--- config.mk ---
export PLATFORM = sky130hd
export DESIGN_NAME = io_sync_gen
export DESIGN_NICKNAME = d
export VERILOG_FILES = /design/src/rtl/io_sync_gen.sv
export SDC_FILE = /design/constraint.sdc
export NUM_CORES = 1
export LEC_CHECK = 0
export CAP_MARGIN = 20
export CORE_MARGIN = 2
export CORE_UTILIZATION = 43
export DETAILED_ROUTE_END_ITERATION = 16
export GPL_TIMING_DRIVEN = 1
export PLACE_DENSITY = 0.78
export SLEW_MARGIN = 20
export SYNTH_ARGS = -nofsm -noshare
export SYNTH_HDL_FRONTEND = slang
export SYNTH_SLANG_ARGS = --single-unit
--- constraint.sdc ---
create_clock -name AClkH -period 2.7 [get_ports AClkH]
set_input_delay 0.405 -clock AClkH [delete_from_list [all_inputs] [get_ports AClkH]]
set_output_delay 0.405 -clock AClkH [all_outputs]
set_load 0.01 [all_outputs]
--- src/rtl/io_sync_gen.sv ---
// Purpose: 1 MHz / 1 kHz sync strobe generator with 32-bit uptime counter and an IO register window.
// Latency: strobes are registered and rise one enabled edge after the internal hit; IO reads are combinational.
// Backpressure: none; AClkHEn=0 freezes every register, including a strobe that is currently high.
//
// Ports:
//   AClkH, AResetHN, AClkHEn      clock, async active-low reset, clock enable
//   AIoAddr/AIoMosi/AIoMiso      IO address, write data, read data (LSB-aligned, 0 when not addressed)
//   AIoWrSize/AIoRdSize          one-hot access size per direction: 0001 byte, 0010 word, 0100 dword
//   AIoAddrAck/AIoAddrErr        window hit / hit with an illegal offset, size or direction
//   ASync1M/ASync1K              one-cycle strobes
//   ATest                        {AClkH, En1M, En1K, BPreHit, BKHit, ASync1M, ASync1K, FUptime[0]}
//
// Register window (offset from CAddrBase):
//   +0 word R/W  IowDiv     prescaler divider; a write also restarts the phase
//   +2 byte W    IobCtrl    bit7 Restart, bit1 En1K, bit0 En1M; read returns {6'h0, En1K, En1M}
//   +3 dword R   IodUptime  32-bit count of 1 kHz strobes
//   +3 byte W    IobUpClr   bit0 clears the uptime counter
module io_sync_gen #(
  parameter logic [15:0] CAddrBase = 16'h0000,
  parameter logic [15:0] CDivRst   = 16'd47
) (
  input  logic        AClkH,
  input  logic        AResetHN,
  input  logic        AClkHEn,
  input  logic [15:0] AIoAddr,
  input  logic [63:0] AIoMosi,
  output logic [63:0] AIoMiso,
  input  logic [3:0]  AIoWrSize,
  input  logic [3:0]  AIoRdSize,
  output logic        AIoAddrAck,
  output logic        AIoAddrErr,
  output logic        ASync1M,
  output logic        ASync1K,
  output logic [7:0]  ATest
);

  localparam logic [3:0] LSzByte  = 4'b0001;
  localparam logic [3:0] LSzWord  = 4'b0010;
  localparam logic [3:0] LSzDword = 4'b0100;

  logic [15:0] r_div;
  logic        r_en1m;
  logic        r_en1k;
  logic [15:0] r_pre;
  logic [9:0]  r_k;
  logic [31:0] r_uptime;
  logic        r_sync1m;
  logic        r_sync1k;

  logic [15:0] w_off;
  logic        w_wr;
  logic        w_rd;
  logic        w_hit;
  logic        w_acc_ok;
  logic        w_wr_div;
  logic        w_rd_div;
  logic        w_wr_ctrl;
  logic        w_rd_ctrl;
  logic        w_rd_up;
  logic        w_wr_clr;
  logic        w_legal;
  logic        w_restart;
  logic        w_pre_hit;
  logic        w_k_hit;
  logic        w_up_inc;
  logic        w_up_clr;
  logic        w_unused;

  // ---------------------------------------------------------------------------
  // IO decode: a 4-byte window; exactly one direction per access is legal.
  // ---------------------------------------------------------------------------
  assign w_off      = AIoAddr - CAddrBase;
  assign w_wr       = |AIoWrSize;
  assign w_rd       = |AIoRdSize;
  assign w_hit      = (w_off < 16'd4) & (w_wr | w_rd);
  assign w_acc_ok   = w_hit & (w_wr ^ w_rd);

  assign w_wr_div   = w_acc_ok & w_wr & (w_off[1:0] == 2'd0) & (AIoWrSize == LSzWord);
  assign w_rd_div   = w_acc_ok & w_rd & (w_off[1:0] == 2'd0) & (AIoRdSize == LSzWord);
  assign w_wr_ctrl  = w_acc_ok & w_wr & (w_off[1:0] == 2'd2) & (AIoWrSize == LSzByte);
  assign w_rd_ctrl  = w_acc_ok & w_rd & (w_off[1:0] == 2'd2) & (AIoRdSize == LSzByte);
  assign w_rd_up    = w_acc_ok & w_rd & (w_off[1:0] == 2'd3) & (AIoRdSize == LSzDword);
  assign w_wr_clr   = w_acc_ok & w_wr & (w_off[1:0] == 2'd3) & (AIoWrSize == LSzByte);
  assign w_legal    = w_wr_div | w_rd_div | w_wr_ctrl | w_rd_ctrl | w_rd_up | w_wr_clr;

  assign AIoAddrAck = w_hit;
  assign AIoAddrErr = w_hit & ~w_legal;

  // Read data is gated by reset so the bus shows zero while reset is held.
  always_comb begin
    AIoMiso = '0;
    if (AResetHN) begin
      if (w_rd_div)  AIoMiso = {48'h0, r_div};
      if (w_rd_ctrl) AIoMiso = {56'h0, 6'h0, r_en1k, r_en1m};
      if (w_rd_up)   AIoMiso = {32'h0, r_uptime};
    end
  end

  // ---------------------------------------------------------------------------
  // Timebase
  // ---------------------------------------------------------------------------
  // A divider write or a Restart write realigns the phase and kills any hit
  // that would otherwise land on the same edge.
  assign w_restart = w_wr_div | (w_wr_ctrl & AIoMosi[7]);
  assign w_pre_hit = r_en1m & (r_pre == r_div) & ~w_restart;
  assign w_k_hit   = w_pre_hit & (r_k == 10'd999);
  assign w_up_inc  = w_k_hit & r_en1k;
  assign w_up_clr  = w_wr_clr & AIoMosi[0];

  always_ff @(posedge AClkH or negedge AResetHN) begin
    if (!AResetHN) begin
      r_div    <= CDivRst;
      r_en1m   <= 1'b1;
      r_en1k   <= 1'b1;
      r_pre    <= '0;
      r_k      <= '0;
      r_uptime <= '0;
      r_sync1m <= 1'b0;
      r_sync1k <= 1'b0;
    end else if (AClkHEn) begin
      if (w_wr_div) r_div <= AIoMosi[15:0];
      if (w_wr_ctrl) begin
        r_en1m <= AIoMosi[0];
        r_en1k <= AIoMosi[1];
      end

      if (w_restart || !r_en1m || (r_pre == r_div)) r_pre <= '0;
      else                                          r_pre <= r_pre + 16'd1;

      // Kilo counter only advances on prescaler hits and stays parked at 0
      // while the 1 MHz timebase is disabled.
      if (w_restart || !r_en1m) r_k <= '0;
      else if (w_pre_hit)       r_k <= w_k_hit ? 10'd0 : r_k + 10'd1;

      r_sync1m <= w_pre_hit;
      r_sync1k <= w_up_inc;

      // Clear wins over a coincident increment.
      if (w_up_clr)      r_uptime <= '0;
      else if (w_up_inc) r_uptime <= r_uptime + 32'd1;
    end
  end

  assign ASync1M  = r_sync1m;
  assign ASync1K  = r_sync1k;
  assign ATest    = {AClkH, r_en1m, r_en1k, w_pre_hit, w_k_hit, r_sync1m, r_sync1k, r_uptime[0]};

  assign w_unused = ^AIoMosi[63:16];

endmodule

# == Word level (Yosys, flattened, before mapping) ==
# Cells that the tools add are included.
# word_totals
ff_bits,78
input_bits,91
out_inout_bits,76
wordCells,76
# classes
addsub,3
magnitude_cmp,1
n_eq_ne,9
mux,10
bitwise_logic,33
reduce_logical,12
# ops
cell,n
$mux W64,3
$mux W32,2
$add A32 B1 Y32 const B,1
$mux W16,2
$mux W10,3
$and A1 B1 Y1,23
$add A16 B1 Y16 const B,1
$eq A16 B16 Y1,1
$lt A16 B3 Y1 const B,1
$add A10 B1 Y10 const B,1
$eq A10 B10 Y1 const B,1
$eq A4 B1 Y1 const B,2
$eq A4 B2 Y1 const B,2
$reduce_and A2 Y1,4
$reduce_or A4 Y1,2
$or A1 B1 Y1,7
$eq A2 B2 Y1 const B,2
$eq A4 B3 Y1 const B,1
$reduce_bool A2 Y1,2
$logic_not A2 Y1,1
$logic_or A1 B1 Y1,2
$not A1 Y1,2
$logic_not A1 Y1,1
$xor A1 B1 Y1,1

# == Depth between registers and ports, before layout ==
# Gate-level depths: netlist of the first run.
# logic_depth
depth_word,15
ltp_mapped,10
mapped_depth_nobuf,9

==> results of run 1 <==
## what timing repair did
action,CTS,global route
gates resized for setup,152,37
setup endpoints to repair,55,47
gates cloned,1,1
buffers inserted,9,5
pin swaps,8,22
## per-stage QoR
step / std cells / setup slack (ps) / setup TNS [ps]
after detailed placement: 847 / -776 / -48070
after floorplan: 614 / 34.7 / 0
after CTS: 876 / 1.04 / 0
final: 881 / -54.4 / -65.2
after global placement: 847 / -668 / -42160
after global routing: 881 / -86.0 / -1110
## placed cells by master (no fill, tap or decap), types with 5 or more instances in the layout
cell type | netlist | final
clkbuf_2 | 0 | 7
buf_2 | 2 | 22
nand4_1 | 28 | 28
o21ai_0 | 18 | 17
a211oi_1 | 7 | 7
mux2_2 | 20 | 20
nand2_1 | 47 | 46
and3_1 | 10 | 10
dlygate4sd2_1 | 0 | 5
a22o_1 | 14 | 14
nand3_1 | 42 | 40
o211ai_1 | 22 | 22
o31ai_1 | 5 | 5
buf_6 | 0 | 11
or4_1 | 21 | 20
clkbuf_16 | 0 | 12
buf_4 | 40 | 77
clkdlybuf4s50_1 | 0 | 39
nor4_1 | 10 | 5
dfstp_2 | 7 | 7
o2bb2ai_1 | 5 | 5
and4_1 | 6 | 6
or3_1 | 5 | 5
dfrtp_1 | 71 | 71
xor2_1 | 5 | 5
conb_1 | 1 | 32
nor2_1 | 35 | 33
inv_1 | 17 | 16
nor3_1 | 13 | 12
xnor2_1 | 22 | 20
and2_1 | 21 | 17
## flip-flops by register name, summed over array words and instances (netlist names)
name / flops
r_uptime: 32
ASync1M: 1
r_en1k: 1
ASync1K: 1
r_k: 10
r_div: 16
r_pre: 16
r_en1m: 1
## kinds of logic (layout without fill, tap and decap cells)
family,Yosys count,count (layout)
DFF,78,78
and+or+nand+nor,258,258
muxes,23,23
buffers and inverters,91,211
AOI/OAI and AO/OA,101,101
other,1,32
adders and majority gates,4,4
xor gates and xnor gates,27,27
## where the power goes
part	switching [mW]	leakage (nW)	total (mW)	internal, mW
registers	0.00000150	1.04	1.17	1.17
logic	0.105	1.99	0.185	0.0801
clock network	0.528	0.176	1.39	0.862
total	0.633	3.21	2.74	2.11
## area by class of cell
class,instances,area share
multi-input combinational,445,0.427
clock inverter,5,0.00498
sequential,78,0.279
inverter,18,0.00960
timing repair buffer,173,0.207
clock buffer,15,0.0466
tap,147,0.0261
## worst max-delay path: stages (launching register included)
cell     delay (ps)
dfstp_2         570
xnor2_2         120
nand4_1         200
nor4_4          440
buf_4           180
buf_6           110
or4b_4          480
or4_4           490
nand3_2          90
## synthesized netlist by cell type, drive strengths merged (2+ instances only)
cell type	instances
a22oi	2
nor2	35
nand2	47
a31o	3
and3	10
nand4	28
a22o	14
o2bb2ai	5
and3b	2
dfstp	7
nor2b	4
a31oi	3
o211ai	22
mux2i	3
nor4	11
nand4b	2
a21o	4
ha	4
nor3	13
mux2	20
xnor2	22
nand3	42
a211o	4
inv	17
or2	2
o311ai	2
xor2	5
clkbuf	30
a222oi	2
and2	21
a21oi	3
o21ai	18
buf	43
or4	21
or3	5
o31ai	5
nor4b	4
a211oi	7
and4	6
dfrtp	71
o41ai	2
## metal layers
layer	global-route usage	share of wire	up-vias
met5	0	0	-
li1	-	-	2381
met1	0.300	0.40	2522
met2	0.404	0.50	296
met3	0.0526	0.070	49
met4	0.0943	0.029	0
## worst max-delay path by stage
stage | start | end | slack (ps) | cells after the start
floorplan | AIoWrSize[0] | r_uptime[25]$_DFFE_PN0P_ | 30 | 9
global placement | AIoWrSize[0] | AIoMiso[18] | -670 | 11
detailed placement | AIoWrSize[0] | AIoMiso[16] | -780 | 11
CTS | AIoRdSize[3] | AIoMiso[25] | 1 | 12
global route | AIoAddr[13] | AIoMiso[2] | -90 | 10
finish | r_div[1]$_DFFE_PN1P_ | r_uptime[25]$_DFFE_PN0P_ | -50 | 8
==> summary.md, run 1 <==
| Metric | Value |
|---|---|
| Status | complete, but fails checks |
| Failing checks | negative setup slack |
| Setup Skew | 6.39 ps |
| Ys flop type | dfrtp_1 |
| Reg2reg start | r_div[1]$_DFFE_PN1P_ |
| Slew HR | 0.568 |
| Setup violations, final | 2 |
| Hpwl dp | 10900 µm |
| Vias/cell | a little under 6 |
| Area leader, netlist | dfrtp_1 |
| Post-synthesis mux area share | 0.0491 |
| Starting Density | 0.436 |
| PwrDens | 390 nW/µm² |
| Maximum VDD drop | 0.000550 V |
| Synth Instances | roughly 580 |
| Hold buffer count at cts | 0 |
| Reg2Reg Capture Point | r_uptime[25]$_DFFE_PN0P_ |
| Fin area | roughly 7000 µm² |
| Max Cap Violations | 0 |
| Die Wd | 114 µm |
| Syn avg cell area | roughly 9 µm² |
| Required @ worst endpoint | slightly above 3000 ps |
| Path depth of the worst reg2reg path | 8 |
| # diodes | 0 |
| Yosys warning count | 0 |
| Tot Pwr | approximately 2.7 mW |
| Asr flop ratio synth | 1.00 |
| Compound-cell area share of the yosys netlist | 0.145 |
| Die Ht | between 100 and 150 µm |
| FMAX | ~360 MHz |
| Crit path kind | flop to flop |
| Worst slew pin tran | 649 ps |
| Worst Path Max Fanout | 6 |
| Initial DRT Pass Iterations | 5 |
| Xor/xnor share of the synthesized area | 0.0455 |
| Area occupied by multi-input gates | between 3000 and 4000 µm² |
| Total Die Area | 13000 µm² |
| Core area | around 12000 µm² |
| Post-synth EDFFs | 0 |
| PnR worst setup slack | -54.4 ps |
| Tmin final | 2750 ps |
| Synth top area share | 0.342 |
| P_leak | roughly 3.2 nW |
| Total track usage | 0.240 |
| Seq cells post-synth | 78 |
| Vias | approximately 5200 |
| RePlAce Congestion | a little under 0.9 |
| Pin count of the biggest net entering global routing | slightly above 50 |
| Drt first-iter violations | between 400 and 500 |
| Tcrit/Tclk final | 1.02 |
| Antenna violations before repair | 0 |
| Synth top area cells | dfrtp_1 34%, buf_4 5.8%, mux2_2 4.3% |
| NumNets Final | ~820 |
| Total wire length | ~16000 µm |
| Grt ovf | 0 |
| Share of cells above drive strength 1 | 0.268 |
| Routed len/inst | between 15 and 20 µm |
| First-pass GRT wire length | about 25000 µm |
| P&R area growth vs syn | 35.3% |
| Largest family of logic cells by synthesized area | simple AND/OR/NAND/NOR gates |
| Worst R2R Setup Slack | -50 ps |
| Storage element area | approximately 2000 µm² |
| Vias in the first global route | roughly 5000 |
| Clock-pin slew of the registers on the worst-case setup and hold paths | 60 ps |
| FILL cells | a little over 1000 |
| Post-synthesis sequential area ratio | 0.377 |
| Post-DP Area | 6540 µm² |
| CTS tree | done |
| Simple logic cell fraction of the synthesized area | 0.278 |
| Worst setup EP type | flop |
| Final-layout worst hold slack | 27.5 ps |
| # IOs | about 170 |
| Worst skew pair latency | between 400 and 500 ps |
| Antenna-violating nets left | 0 |
| Final Core Density | 0.591 |
| Worst path arrival time | 3130 ps |
| Num rows | 40 |
| Critical path launch point type | flop |
| IO buf count | 86 |
| Final hold vios | 0 |
| RSZ-0062 raised after global routing | yes |
| Area share of fa/ha/maj cells after synthesis | 0.00963 |
| Remaining DRCs | 0 |
| Post-Synthesis Cell Area | between 5000 and 6000 µm² |
| Max Slew Vio Count | 0 |
| Synth unique cells | 57 |
| Min-delay worst type | input pin to asynchronous set/reset pin |
Power figures use the tool's default switching activity.
==> run 2, diff against run 1 <==
CORE_UTILIZATION = 58   (was 43)
DONT_BUFFER_PORTS = 1   (was unset)
PLACE_DENSITY = 0.76   (was 0.78)
TNS_END_PERCENT = 10   (was unset)
==> run 2 against run 1 <==
Compared with the run above: the run now ends clean; largest power group is now registers; final cell count fell by 21%; hold slack gained 130 ps; register-to-register slack gained 200 ps; die area is 25% lower; power decreased by 21%.
==> summary.md, run 2 (synthesized netlist as in run 1, its figures left out) <==
| Metric | Value |
|---|---|
| Status | complete, no violations (was complete, but fails checks) |
| Die Wd | 98.7 µm (was 114 µm) |
| Initial DRT Pass Iterations | 6 (was 5) |
| TritonCTS Buffers | 9 |
| Worst skew pair latency | 360 ps (was 440 ps) |
| Remaining DRCs | 0 (unchanged) |
| Reg2reg start | r_k[4]$_DFFE_PN0P_ (was r_div[1]$_DFFE_PN1P_) |
| Num rows | 34 (was 40) |
| Core area | 8720 µm² (was 11900 µm²) |
| Setup violations, final | 0 (was 2) |
| Required @ worst endpoint | 2940 ps (was 3080 ps) |
| CTS sink cnt | a little under 80 |
| Worst Path Max Fanout | 5 (was 6) |
| Worst path arrival time | 2830 ps (was 3130 ps) |
| First-pass GRT wire length | 21500 µm (was 24700 µm) |
| Storage element area | 1960 µm² (unchanged) |
| Antenna-violating nets left | 0 (unchanged) |
| Starting Density | 0.596 (was 0.436) |
| Total wire length | 13000 µm (was 15700 µm) |
| H-tree levels | 3 |
| Critical path's top delay family | simple AND/OR/NAND/NOR gates (unchanged) |
| Worst slew pin tran | 721 ps (was 649 ps) |
| Biggest register | r_uptime (unchanged) |
| Crit path kind | input pin to flop (was flop to flop) |
| RSZ-0062 raised after global routing | yes (unchanged) |
| Tcrit/Tclk final | 0.958 (was 1.02) |
| Share of cells above drive strength 1 | 0.148 (was 0.268) |
| FMAX | 386 MHz (was 363 MHz) |
| # IOs | 167 (unchanged) |
| Drt first-iter violations | 381 (was 497) |
| Most common cell after layout, fill and taps aside | dfrtp_1 (was buf_4) |
| Maximum VDD drop | 0.000274 V (was 0.000550 V) |
| Vias/cell | 6.59 (was 5.96) |
| CP bufs+invs | 2 (unchanged) |
| Max Slew Vio Count | 0 (unchanged) |
| Hpwl dp | 9400 µm (was 10900 µm) |
| CTS root buf | clkbuf_8 |
| Min-delay src | AClkHEn |
| Final hold vios | 0 (unchanged) |
| PwrDens | 393 nW/µm² (was 390 nW/µm²) |
| Critical-path top delay cell | a21oi_1 (was dfstp_2) |
| CTS tree | done (unchanged) |
| FILL cells | 728 (was 1014) |
| Tot Pwr | 2.18 mW (was 2.74 mW) |
| Total track usage | 0.274 (was 0.240) |
| Max Cap Violations | 0 (unchanged) |
| Area occupied by multi-input gates | 2880 µm² (was 3000 µm²) |
| Vias in the first global route | 4335 (was 5006) |
| Grt ovf | 0 (unchanged) |
| Die Ht | 98.7 µm (was 114 µm) |
| Clock-pin slew of the registers on the worst-case setup and hold paths | 90 ps (was 60 ps) |
| Antenna violations before repair | 0 (unchanged) |
| RePlAce Congestion | 0.910 (was 0.891) |
| Setup Skew | 7.67 ps (was 6.39 ps) |
| Min-delay worst type | input pin to flop (was input pin to asynchronous set/reset pin) |
| Tmin final | 2590 ps (was 2750 ps) |
| Most frequent cells in the layout | 71 x dfrtp_1, 47 x nand2_1, 41 x nand3_1 (was 77 x buf_4, 71 x dfrtp_1, 46 x nand2_1) |
| Critical path origin | AIoWrSize[0] (was r_div[1]$_DFFE_PN1P_) |
| Total Die Area | 9740 µm² (was 13000 µm²) |
| P_leak | 2.39 nW (was 3.21 nW) |
| # diodes | 0 (unchanged) |
| Largest register FFs | 32 (unchanged) |
| Top flop regs | r_uptime (32), r_div (16), r_pre (16) (unchanged) |
| Slew HR | 0.519 (was 0.568) |
| Cell mode on critical path | buf_4 |
| Pin count of the biggest net entering global routing | 79 (was 51) |
| NumNets Final | 678 (was 824) |
| Cell Chain, Critical Path | nor4_1 -> ha_1 -> nor4b_2 -> nand4_1 -> buf_4 -> a21oi_1 -> buf_4 -> or4_1 -> nor3_1 -> a211o_1 (was xnor2_2 -> nand4_1 -> nor4_4 -> buf_4 -> buf_6 -> or4b_4 -> or4_4 -> nand3_2) |
| Max Root-Sink Buffers | 2 |
| Final Core Density | 0.634 (was 0.591) |
| P&R area growth vs syn | 6.43% (was 35.3%) |
| Routed len/inst | 18.7 µm (was 17.8 µm) |
| Vias | 4587 (was 5248) |
| IO buf count | 0 (was 86) |
| Crit path largest cell delay | 510 ps (was 570 ps) |
| Worst setup EP type | flop (unchanged) |
| Critical path launch point type | input pin (was flop) |
-- run 2: path summary, 6_finish.rpt --
| check | slack (ps) | cells after the start | end |
|---|---|---|---|
| max reg2reg | 150 | 7 | r_uptime[20]$_DFFE_PN0P_ |
| min reg2reg | 510 | 1 | r_k[5]$_DFFE_PN0P_ |
| max | 110 | 10 | r_pre[4]$_DFFE_PN0P_ |
| max in group asynchronous | 1750 | 2 | r_div[5]$_DFFE_PN1P_ |
| min | 160 | 1 | r_uptime[28]$_DFFE_PN0P_ |
| min in group asynchronous | 580 | 2 | r_uptime[22]$_DFFE_PN0P_ |
-- run 2: area by class of cell --
type	count	share of cell area
Inverter	18	0.0122
Clock inverter	6	0.0124
Clock buffer	10	0.0249
Multi-Input combinational cell	445	0.521
Tap cell	108	0.0244
Timing Repair Buffer	31	0.0507
Sequential cell	78	0.354
-- run 2: stage by stage --
step | instance area, µm² | setup TNS (ps) | setup slack (ps) | instances | hold slack (ps)
after detailed placement | 5260 | -900 | -84.3 | 676 | 111
after CTS | 5500 | 0 | 41.3 | 694 | 146
after global placement | 5260 | -344 | -36.9 | 676 | 111
after global routing | 5530 | -1.54 | -1.54 | 696 | 135
final | 5530 | 0 | 113 | 696 | 162
after floorplan | 5320 | 0 | 34.7 | 614 | 109
-- run 2: repair_timing --
action	in CTS	in global routing
buffers inserted	0	2
endpoints found under the hold margin	78	0
endpoints found under the setup margin	0	42
gates resized for setup	0	3
hold buffers	2	0
-- run 2: layer usage --
| layer | vias to the layer above | track usage | part of all wire |
|---|---|---|---|
| li1 | 2105 | - | - |
| met1 | 2239 | 0.363 | 0.41 |
| met2 | 215 | 0.440 | 0.50 |
| met3 | 28 | 0.0610 | 0.071 |
| met4 | 0 | 0.107 | 0.023 |
| met5 | - | 0 | 0 |
-- run 2: where the power goes --
group / switching, mW / internal [mW]
logic: 0.0711 / 0.0189
clock network: 0.461 / 0.459
registers: 0.00000145 / 1.17
total: 0.532 / 1.65
==> run 3, diff against run 2 <==
CORE_ASPECT_RATIO = 0.5   (was unset)
clock period = 2.3 ns   (was 2.7 ns; I/O delays follow)
==> run 3 against run 2 <==
Compared with the run above: the run now ends with negative setup slack left; combinational power increased by 24%; design area increased by 18%; final cell count grew 11%; count of clock-buffer cells in the layout did not move; non-clock buffer count grew 66; utilization is 11 points higher.
==> summary.md, run 3 (synthesized netlist as in run 1, its figures left out) <==
| Metric | Value |
|---|---|
| Status | complete, but fails checks (was complete, no violations) |
| Failing checks | negative setup slack |
| # IOs | 167 (unchanged) |
| CP bufs+invs | 4 (was 2) |
| RePlAce Congestion | 0.945 (was 0.910) |
| Total track usage | 0.324 (was 0.274) |
| Critical path's top delay family | simple AND/OR/NAND/NOR gates (unchanged) |
| Tot Pwr | 2.98 mW (was 2.18 mW) |
| Top flop regs | r_uptime (32), r_div (16), r_pre (16) (unchanged) |
| Setup violations, final | 39 (was 0) |
| Num rows | 24 (was 34) |
| Max Cap Violations | 0 (unchanged) |
| Worst skew pair latency | 350 ps (was 360 ps) |
| Hold depth | 1 (unchanged) |
| Pin count of the biggest net entering global routing | 79 (unchanged) |
| Share of cells above drive strength 1 | 0.309 (was 0.148) |
| IO buf count | 0 (unchanged) |
| Largest register FFs | 32 (unchanged) |
| P_leak | 2.95 nW (was 2.39 nW) |
| Tmin final | about 2400 ps |
| PnR worst setup slack | -97.0 ps (was 113 ps) |
| Critical-path top delay cell | or4b_4 (was a21oi_1) |
| Routed len/inst | 20.0 µm (was 18.7 µm) |
| Vias | 5034 (was 4587) |
| Core area | 8710 µm² (was 8720 µm²) |
| Hpwl dp | 10100 µm (was 9400 µm) |
| Initial DRT Pass Iterations | 5 (was 6) |
| Reg2Reg Capture Point | r_uptime[31]$_DFFE_PN0P_ (was r_uptime[20]$_DFFE_PN0P_) |
| Max Slew Vio Count | 0 (unchanged) |
| TritonCTS Buffers | 9 (unchanged) |
| Antenna violations before repair | 0 (unchanged) |
| RSZ-0062 raised after global routing | yes (unchanged) |
| Worst setup EP type | flop (unchanged) |
| Crit path kind | input pin to flop (unchanged) |
| Min-delay src | AClkHEn (unchanged) |
| Storage element area | 1960 µm² (unchanged) |
| Area occupied by multi-input gates | 3210 µm² (was 2880 µm²) |
| PwrDens | 458 nW/µm² (was 393 nW/µm²) |
| Vias/cell | 6.53 (was 6.59) |
| Min-delay worst type | input pin to flop (unchanged) |
| Worst Hold Endpoint | r_pre[0]$_DFFE_PN0P_ (was r_uptime[28]$_DFFE_PN0P_) |
| Worst Path Max Fanout | 5 (unchanged) |
| Remaining DRCs | 0 (unchanged) |
| Worst R2R Setup Slack | -80 ps (was 150 ps) |
| Reg2reg start | r_pre[10]$_DFFE_PN0P_ (was r_k[4]$_DFFE_PN0P_) |
| Maximum VDD drop | 0.000368 V (was 0.000274 V) |
| Grt ovf | 0 (unchanged) |
| Path depth of the worst reg2reg path | 7 (unchanged) |
| Worst path arrival time | 2690 ps (was 2830 ps) |
| Most common cell after layout, fill and taps aside | buf_4 (was dfrtp_1) |
| Tcrit/Tclk final | 1.04 |
| FMAX | approximately 420 MHz |
| Total wire length | 15500 µm (was 13000 µm) |
| NumNets Final | 744 (was 678) |
| FILL cells | 605 (was 728) |
| Required @ worst endpoint | 2590 ps (was 2940 ps) |
| First-pass GRT wire length | 24000 µm (was 21500 µm) |
| CTS sink cnt | 78 (unchanged) |
| Vias in the first global route | 4643 (was 4335) |
| Clock-pin slew of the registers on the worst-case setup and hold paths | 60 ps (was 90 ps) |
| Setup Skew | 10.2 ps (was 7.67 ps) |
| CTS tree | done (unchanged) |
| Cell Chain, Critical Path | nor4_4 -> ha_1 -> nor4b_4 -> nand4_1 -> buf_4 -> buf_4 -> buf_4 -> a21oi_4 -> buf_4 -> or4b_4 -> or4_1 -> nand3_1 (was nor4_1 -> ha_1 -> nor4b_2 -> nand4_1 -> buf_4 -> a21oi_1 -> buf_4 -> or4_1 -> nor3_1 -> a211o_1) |
| # diodes | 0 (unchanged) |
| Final hold vios | 0 (unchanged) |
| Critical path origin | AIoWrSize[2] (was AIoWrSize[0]) |
| Critical path launch point type | input pin (unchanged) |
| Most frequent cells in the layout | 84 x buf_4, 71 x dfrtp_1, 46 x nand2_1 (was 71 x dfrtp_1, 47 x nand2_1, 41 x nand3_1) |
| Starting Density | 0.597 (was 0.596) |
| Setup_tns | -2190 ps (was 0 ps) |
| Die Ht | 70.9 µm (was 98.7 µm) |
| Final-layout worst hold slack | 94.0 ps (was 162 ps) |
| Die Wd | 138 µm (was 98.7 µm) |
| Biggest register | r_uptime (unchanged) |
| Max Root-Sink Buffers | 2 (unchanged) |
| Antenna-violating nets left | 0 (unchanged) |
| Cell mode on critical path | buf_4 (unchanged) |
| H-tree levels | 3 (unchanged) |
| Crit path largest cell delay | 490 ps (was 510 ps) |
| P&R area growth vs syn | 25.2% (was 6.43%) |
| Total Die Area | 9780 µm² (was 9740 µm²) |
| CTS root buf | clkbuf_16 (was clkbuf_8) |
| Drt first-iter violations | 633 (was 381) |
==> run 3: changes by cell type in the layout (fill, tap and decap cells not counted), moves of 8 or more <==
cell	delta
clkbuf_16	+9
and2_1	-14
buf_4	+57
a22o_4	+14
clkbuf_8	-9
a22o_1	-14
buf_6	+8
and2_4	+14
==> run 3: power by group <==
group	total (mW)	switching (mW)	internal [mW]	leakage, nW
combinational	0.112	0.0859	0.0262	1.75
clock	1.49	0.619	0.876	0.149
sequential	1.37	0.00000158	1.37	1.04
total	2.98	0.705	2.27	2.95
==> run 3: layout make-up <==
type	instances	area share
Multi-Input combinational cell	445	0.492
Clock buffer	10	0.0367
Clock inverter	6	0.0106
Inverter	18	0.0111
Sequential cell	78	0.301
Tap cell	117	0.0225
Timing Repair Buffer	97	0.126
==> run 3: worst max path at each step <==
| stage | end | slack [ps] | cells past startpoint |
|---|---|---|---|
| 2_1_floorplan | r_uptime[25]$_DFFE_PN0P_ | -100 | 9 |
| 3_3_place_gp | r_uptime[31]$_DFFE_PN0P_ | -180 | 9 |
| 3_5_place_dp | r_uptime[31]$_DFFE_PN0P_ | -200 | 9 |
| 4_1_cts | r_uptime[31]$_DFFE_PN0P_ | -40 | 7 |
| 5_1_grt | AIoMiso[13] | -210 | 10 |
| 6_report | r_uptime[31]$_DFFE_PN0P_ | -100 | 12 |
==> run 3: metrics by stage <==
stage | area (µm²) | setup WS (ps) | utilization | std cells
3_3_place_gp | 5780 | -178 | 0.664 | 746
2_1_floorplan | 5370 | -103 | - | 614
3_5_place_dp | 5780 | -205 | 0.664 | 746
5_1_grt | 6510 | -211 | 0.748 | 771
4_1_cts | 6450 | -44.8 | 0.741 | 774
6_report | 6510 | -97.0 | 0.748 | 771
==> run 3: metal layers <==
metal / routed length [µm] / vias up / global-route usage / share of wire
li1: - / 2235 / - / -
met1: 6420 / 2451 / 0.454 / 0.42
met5: 0 / - / 0 / 0
met2: 7170 / 308 / 0.502 / 0.46
met3: 1550 / 40 / 0.0645 / 0.10
met4: 318 / 0 / 0.119 / 0.021
==> run 3: repair_timing <==
item / CTS / global route
endpoints found under the setup margin: 52 / 77
buffers inserted: 8 / 0
hold buffers: 2 / 0
gates cloned: 2 / 0
resized for setup: 45 / 27
pin swaps: 26 / 15
endpoints found under the hold margin: 78 / 0
